--- config.mk ---
export PLATFORM = sky130hd
export DESIGN_NAME = wb_port_arbiter
export DESIGN_NICKNAME = d
export VERILOG_FILES = /design/src/rtl/wb_pkg.sv /design/src/rtl/wb_alu_fifo.sv /design/src/rtl/wb_port_arbiter.sv
export SDC_FILE = /design/constraint.sdc
export NUM_CORES = 1
export LEC_CHECK = 0
export ABC_AREA = 1
export BUFFER_PORTS_ARGS = -buffer_cell sky130_fd_sc_hd__buf_4
export CAP_MARGIN = 20
export CELL_PAD_IN_SITES_DETAIL_PLACEMENT = 1
export CELL_PAD_IN_SITES_GLOBAL_PLACEMENT = 1
export CORE_ASPECT_RATIO = 1.5
export CORE_MARGIN = 1
export CORE_UTILIZATION = 38
export CTS_CLUSTER_SIZE = 25
export DETAILED_ROUTE_END_ITERATION = 6
export PLACE_DENSITY_LB_ADDON = 0.1
export SYNTH_ARGS = -nofsm -noshare
export SYNTH_HDL_FRONTEND = slang
export SYNTH_SLANG_ARGS = --single-unit
--- constraint.sdc ---
create_clock -name clk -period 4.6 [get_ports clk]
set_clock_uncertainty 0.15 [all_clocks]
set_input_delay 0.69 -clock clk [delete_from_list [all_inputs] [get_ports clk]]
set_output_delay 0.69 -clock clk [all_outputs]
set_load 0.01 [all_outputs]
--- src/rtl/wb_pkg.sv ---
// wb_pkg: shared widths, writeback select encodings and the buffered ALU entry type.
package wb_pkg;
  localparam int XLEN_DEF = 32;
  localparam int REG_ADDR_W = 5;
  localparam logic WB_SEL_LOAD = 1'b0;
  localparam logic WB_SEL_ALU = 1'b1;
  typedef struct packed {
    logic [REG_ADDR_W-1:0] rd;
    logic [XLEN_DEF-1:0] data;
  } wb_entry_t;
endpackage

--- src/rtl/wb_alu_fifo.sv ---
// wb_alu_fifo: synchronous FIFO of ALU writeback entries; caller gates push on !full and pop on !empty.
module wb_alu_fifo
  import wb_pkg::*;
#(
  parameter int DEPTH = 2
) (
  input  logic                    clk,
  input  logic                    rst,
  input  logic                    push,
  input  logic                    pop,
  input  wb_entry_t               din,
  output logic                    full,
  output logic                    empty,
  output logic [$clog2(DEPTH):0]  count,
  output wb_entry_t               head
);
  localparam int AW = $clog2(DEPTH);
  wb_entry_t r_mem [DEPTH];
  logic [AW-1:0] r_wp, r_rp;
  logic [AW:0] r_cnt;
  assign count = r_cnt;
  assign full = r_cnt == (AW+1)'(DEPTH);
  assign empty = r_cnt == '0;
  assign head = r_mem[r_rp];
  // Pointers wrap naturally because DEPTH is a power of two.
  always_ff @(posedge clk) begin
    if (rst) begin
      r_wp <= '0;
      r_rp <= '0;
      r_cnt <= '0;
    end else begin
      if (push) r_wp <= r_wp + AW'(1);
      if (pop) r_rp <= r_rp + AW'(1);
      r_cnt <= r_cnt + (AW+1)'(push) - (AW+1)'(pop);
    end
  end
  always_ff @(posedge clk)
    if (push && !rst) r_mem[r_wp] <= din;
endmodule

--- src/rtl/wb_port_arbiter.sv ---
// wb_port_arbiter: shares the register-file write port between load returns (priority) and buffered ALU results.
// Optional WB_FAIRNESS_EN forces one ALU slot after STARVE_LIMIT load grants that left the FIFO waiting.
module wb_port_arbiter
  import wb_pkg::*;
#(
  parameter int XLEN = XLEN_DEF,
  parameter int FIFO_DEPTH = 2,
  parameter int STARVE_LIMIT = 4
) (
  input  logic                   clk,
  input  logic                   rst,
  input  logic                   alu_valid,
  output logic                   alu_ready,
  input  logic [REG_ADDR_W-1:0]  alu_rd,
  input  logic [XLEN-1:0]        alu_result,
  input  logic                   ld_valid,
  output logic                   ld_ready,
  input  logic [REG_ADDR_W-1:0]  ld_rd,
  input  logic [XLEN-1:0]        ld_data,
  output logic                   reg_write,
  output logic [REG_ADDR_W-1:0]  write_reg,
  output logic [XLEN-1:0]        write_data,
  output logic                   memtoreg,
  output logic                   wb_busy
);
  logic w_full, w_empty, w_push, w_pop, w_ld_gnt;
  logic [$clog2(FIFO_DEPTH):0] w_count;
  wb_entry_t w_din, w_head;
  assign alu_ready = !w_full;
  assign w_push = alu_valid && !w_full;
  assign w_ld_gnt = ld_valid && ld_ready;
  assign w_pop = !w_ld_gnt && !w_empty;
  assign w_din = '{rd: alu_rd, data: alu_result};
  assign wb_busy = w_count != '0;
  wb_alu_fifo #(.DEPTH(FIFO_DEPTH)) u_fifo (
    .clk(clk),
    .rst(rst),
    .push(w_push),
    .pop(w_pop),
    .din(w_din),
    .full(w_full),
    .empty(w_empty),
    .count(w_count),
    .head(w_head)
  );
`ifdef WB_FAIRNESS_EN
  localparam int SW = $clog2(STARVE_LIMIT + 1);
  logic [SW-1:0] r_starve;
  // Saturation is implicit: at the limit ld_ready drops, so the head is popped and the count clears.
  assign ld_ready = r_starve != SW'(STARVE_LIMIT);
  always_ff @(posedge clk) begin
    if (rst || w_pop) r_starve <= '0;
    else if (w_ld_gnt && !w_empty) r_starve <= r_starve + SW'(1);
  end
`else
  logic w_unused_limit;
  assign w_unused_limit = ^STARVE_LIMIT;
  assign ld_ready = 1'b1;
`endif
  // x0 grants still consume their source but never raise the write enable.
  always_ff @(posedge clk) begin
    if (rst) begin
      reg_write <= 1'b0;
      write_reg <= '0;
      write_data <= '0;
      memtoreg <= WB_SEL_LOAD;
    end else begin
      reg_write <= w_ld_gnt ? (ld_rd != '0) : (w_pop && (w_head.rd != '0));
      if (w_ld_gnt || w_pop) begin
        write_reg <= w_ld_gnt ? ld_rd : w_head.rd;
        write_data <= w_ld_gnt ? ld_data : w_head.data;
        memtoreg <= w_ld_gnt ? WB_SEL_LOAD : WB_SEL_ALU;
      end
    end
  end
endmodule

---- Word level (Yosys, flattened, before mapping) ----
Memories as Yosys holds them, arrays and structs flattened. A register that Yosys moved wholly into a read port is not among the register bits.
Index checks and enable logic that the tools add are counted.
cells by class
  add/subtract/negate cells ............... 4
  equality and inequality tests ........... 1
  mux-type cells .......................... 8
  reductions and logical operators ........ 13
operators by type and width
  cell                   number
  $mux W32               1
  $reduce_bool A5 Y1     2
  $mux W1                6
  $mux W5                1
  $logic_and A1 B1 Y1    4
  $logic_not A1 Y1       4
  $add A1 B1 Y1 const B  2
  $add A2 B1 Y2          1
  $eq A2 B2 Y1 const B   1
  $logic_not A2 Y1       1
  $reduce_bool A2 Y1     1
  $sub A2 B1 Y2          1
  $logic_or A1 B1 Y1     1
word-level totals
  bits in registers ....................... 43
  bits in writable memories ............... 74
  output and inout port bits .............. 42
  word-level logic and storage cells ...... 34
  memories ................................ 1
memories
  name          words  width  read ports  clocked after Yosys merged registers in  write ports  RTL line           text
  u_fifo.r_mem  2      37     1           1                                        1            wb_alu_fifo.sv:18  wb_entry_t r_mem [DEPTH];

---- Depth between registers and ports, before layout ----
  depth in word-level cells ............... 6
  depth in mapped cells ................... 9

---- By module ----
A second synthesis with hierarchy kept.
second synthesis, totals
  cell total of the unflattened synthesis .. 445
  area, all modules ....................... 4,929.7 um^2
by module, submodules not included
  module           instances  cells an instance  area each (um^2)
  wb_alu_fifo      1          147                3,051.7
  wb_port_arbiter  1          298                1,878.1

---- Worst setup path before layout ----
Ideal clock, no wire load.
  path kind ............................... input -> register
  start point ............................. input port alu_valid
  end point ............................... memory u_fifo.r_mem[1][0] (netlist name) (enable)
  setup time .............................. 477 ps
  arrival time ............................ 3,308 ps
  path slack .............................. 665 ps
  stages .................................. 2
  cell sequence ........................... nand2_1 nor3_1
on the way
  longest elaborated chain between the ends .. 4
ends and longest elaborated chain
  what                           RTL line               text
  start, declared                wb_port_arbiter.sv:12  input logic alu_valid,
  $logic_and A1 B1 Y1            wb_port_arbiter.sv:30  assign w_push = alu_valid && !w_full;
  $logic_and A1 B1 Y1            wb_alu_fifo.sv:38      if (push && !rst) r_mem[r_wp] <= din;
  $mux W1                        wb_alu_fifo.sv:38
  $mux W1 (implied by the code)  wb_alu_fifo.sv:38
  end, declared                  wb_alu_fifo.sv:18
Every way passes these cells.

---- Final worst setup path ----
  start point ............................. input port ld_valid
  end point ............................... register write_data[4]
on the way
  longest elaborated chain between the ends .. 3
  elaborated cells on any way between the ends .. 4
  those cells by class .................... 1 x mux; 3 x reduce/logical
ends and longest elaborated chain
  what                  RTL line               text
  start, declared       wb_port_arbiter.sv:16  input logic ld_valid,
  $logic_not A1 Y1      wb_port_arbiter.sv:32  assign w_pop = !w_ld_gnt && !w_empty;
  $logic_and A1 B1 Y1   wb_port_arbiter.sv:32
  $logic_or A1 B1 Y1    wb_port_arbiter.sv:69  if (w_ld_gnt || w_pop) begin
  end signal, assigned  wb_port_arbiter.sv:71  write_data <= w_ld_gnt ? ld_data : w_head.data;
  end, declared         wb_port_arbiter.sv:22  output logic [XLEN-1:0] write_data,
Several ways; a longest one is shown, not always the timed one.
A chain may end at the register's enable or synchronous reset.

==> results_dict.tcl <==
set metrics [dict create \
    ir_worst_vdd_mv 0.274 \
    ys_seq_area_share_pct 67.6 \
    hold_viol 0 \
    final-setup-viol-count 0 \
    cts_sinks 118 \
    finalMaxSlewViolations 0 \
    num_rows 48 \
    drc 0 \
    ys_ff_latch 118 \
    cp-start-kind "input port" \
    rrSetupSlack_ns 2.26 \
    cts_tree "done" \
    rsz0062_at_grt "false" \
    leakage_nw 2.57 \
    grt_busiest_layer "met2" \
    die_w_um 91.8 \
    endpoint_kind "register" \
    grt_first_pass_wirelength_mm 18.4 \
    synth_area_mm2 0.00459 \
    period_share_pct 52.0 \
    ctsResizeCount 0 \
    switching_share_pct 27.1 \
    first_iter_violations 93 \
    fin_tns_setup_ns 0 \
    dieArea_mm2 0.0125 \
    start_util_pct 39.4 \
    vias 3429 \
    fin_area_mm2 0.00620 \
    clock_path_buffers 2 \
    fin_util_pct 53.2 \
    hold_ws_ns 0.314 \
    worstHoldPathType "in2reg" \
    grt_max_degree 41 \
    regToRegStartpoint "u_fifo.count[0]" \
    dpl_cell_area_mm2 0.00557 \
    clockRootBuffer "clkbuf_16" \
    antenna_found_initial 0 \
    fillers 1291 \
    hold_path_end "u_fifo.r_mem[1][6]" \
    syn-num-nets 487 \
    pre_cts_ws_ns 1.77 \
    cp.required_ns 4.74 \
    io_buffer_count 118 \
    setup_ws_ns 2.21 \
    status "finished, final reports clean" \
    clock_latency_ns 0.40 \
    dieHeight_um 137 \
    grt_use_met1_pct 21.1 \
    use_met2_pct 37.3 \
    syn_area_per_cell_um2 11.3 \
    drtAntennaViolNets 0 \
    grt_pass1_vias 3706 \
    min_from "alu_result[6]" \
    drt_wl_total_mm 11.6 \
    min_delay_path_depth 1 \
    cellInternalPower_mw 2.55 \
    p_switching_mw 0.951 \
    path_clk_slew_ns 0.05 \
    cap_violations 0 \
    io_pins 120 \
    wl_per_cell_um 16.9 \
    critPathMaxFanout 40 \
    p_per_area_mw_per_mm2 565 \
    p_comb_share_pct 21.5 \
    grtUsageMet3_pct 4.89 \
    coreArea_mm2 0.0117 \
    htreeDepth 4 \
    track_usage_pct 19.7 \
    antenna_cells 0 \
    final_layout_size_suffix_gt1_share_pct 35.0 \
    areaGrowthSynthToFinish_pct 35.1 \
    cts_hold_buf 0 \
    r2r_cells 6 \
    worst_pin_slew_ns 1.00 \
    fmax_mhz 418 \
    timing.slew.headroom_pct 33.0 \
    dr.pass1.iters 4 \
    nets 604 \
    cp.arrival_ns 2.53 \
    via_per_inst 4.99 \
    grt-ovfl-total 0 \
    dp_hpwl_mm 7.35 \
    reg2reg_to "write_data[4]" \
    ys_warn_count 0 \
    routabilityCongestion 0.692 \
    worstSetupPathType "in2reg" \
    syn-instance-count 407 \
    cts_setup_buffers 0 \
    largest_reg_flops 74 \
    cts_buffers 17 \
    min_period_ns 2.39 \
    clkPwrFrac_pct 40.2 \
    pwr-share-seq_pct 38.4 \
    synth_cell_type_count 28 \
]
## Yosys cell counts
| cell | instances | area [um^2] |
|---|---|---|
| or2_1 | 3 | 18.8 |
| inv_2 | 4 | 15.0 |
| o21ai_0 | 20 | 100 |
| dfxtp_1 | 44 | 881 |
| a21oi_1 | 42 | 210 |
| or2_0 | 1 | 6.26 |
| xnor2_1 | 1 | 8.76 |
| buf_4 | 4 | 30.0 |
| nand3_1 | 12 | 60.1 |
| inv_1 | 16 | 60.1 |
| or2_2 | 26 | 163 |
| nor2_4 | 1 | 11.3 |
| buf_8 | 1 | 15.0 |
| o211ai_1 | 29 | 218 |
| edfxtp_1 | 74 | 2220 |
| buf_1 | 1 | 3.75 |
| nor3_1 | 1 | 5.00 |
| o21ai_1 | 1 | 5.00 |
| nand2_1 | 82 | 308 |
| nor2_2 | 2 | 12.5 |
| nand2_2 | 4 | 25.0 |
| clkbuf_1 | 6 | 22.5 |
| ha_1 | 2 | 25.0 |
| buf_6 | 3 | 33.8 |
| buf_2 | 10 | 50.1 |
| nor2_1 | 8 | 30.0 |
| a31oi_1 | 8 | 50.1 |
| conb_1 | 1 | 3.75 |
## power groups by stage
stage | logic (mW) | clock network [mW] | registers [mW]
3_5_place_dp | 0.764 | 0 | 1.36
6_report | 0.752 | 1.41 | 1.34
5_1_grt | 0.842 | 1.48 | 1.36
3_3_place_gp | 0.730 | 0 | 1.36
4_1_cts | 0.773 | 1.44 | 1.35
2_1_floorplan | 0.438 | 0 | 1.39
## cell usage in the layout (no fill, tap or decap), drive strengths merged
master	netlist	layout
inv	20	20
nand2	86	86
nand3	12	12
nor3	1	1
ha	2	2
clkinv	0	5
conb	1	1
a21oi	42	42
xnor2	1	1
o211ai	29	29
or2	30	30
edfxtp	74	74
clkinvlp	0	1
nor2	11	11
o21ai	21	21
bufinv	0	5
buf	19	123
clkbuf	6	21
a31oi	8	8
dfxtp	44	44
## worst max-delay path, stage by stage
cell and delay, ns:
buf_4 0.27, nor2_4 0.83, inv_2 0.35, o21ai_0 0.30, a21oi_1 0.07
## metrics by stage
stage          power [mW]  cells
2_1_floorplan        1.83    407
3_3_place_gp         2.09    654
3_5_place_dp         2.13    655
4_1_cts              3.55    687
5_1_grt              3.68    687
6_report             3.51    687
## final cells by class
type,count,area (um^2),area share [%]
Tap cell,150,188,3.03
Multi-Input combinational cell,244,1270,20.5
Inverter,20,75.1,1.21
Sequential cell,118,3100,50.0
Timing Repair Buffer,123,936,15.1
Clock inverter,11,179,2.88
Clock buffer,21,450,7.26
## worst max path at each step
stage / endpoint / from / cells after the start
after floorplan: u_fifo.r_mem[1][0] / alu_valid / 2
after global placement: write_data[26] / ld_valid / 5
after detailed placement: write_data[26] / ld_valid / 5
after CTS: write_data[4] / ld_valid / 5
after global routing: write_data[4] / ld_valid / 5
final: write_data[4] / ld_valid / 5
## layer usage
metal,vias up,routed length [um],part of all wire [%]
li1,1652,-,-
met1,1676,4510,39
met2,87,6460,56
met3,14,484,4.2
met4,0,144,1.2
met5,-,0,0
## cells by family after synthesis
family | share of synthesized area, %
xor+xnor | 0.191
other cells | 0.0816
simple gates | 13.9
flops | 67.6
compound gates | 12.7
fa+ha+maj | 0.545
buf+inv | 5.01
Power figures use the tool's default switching activity.
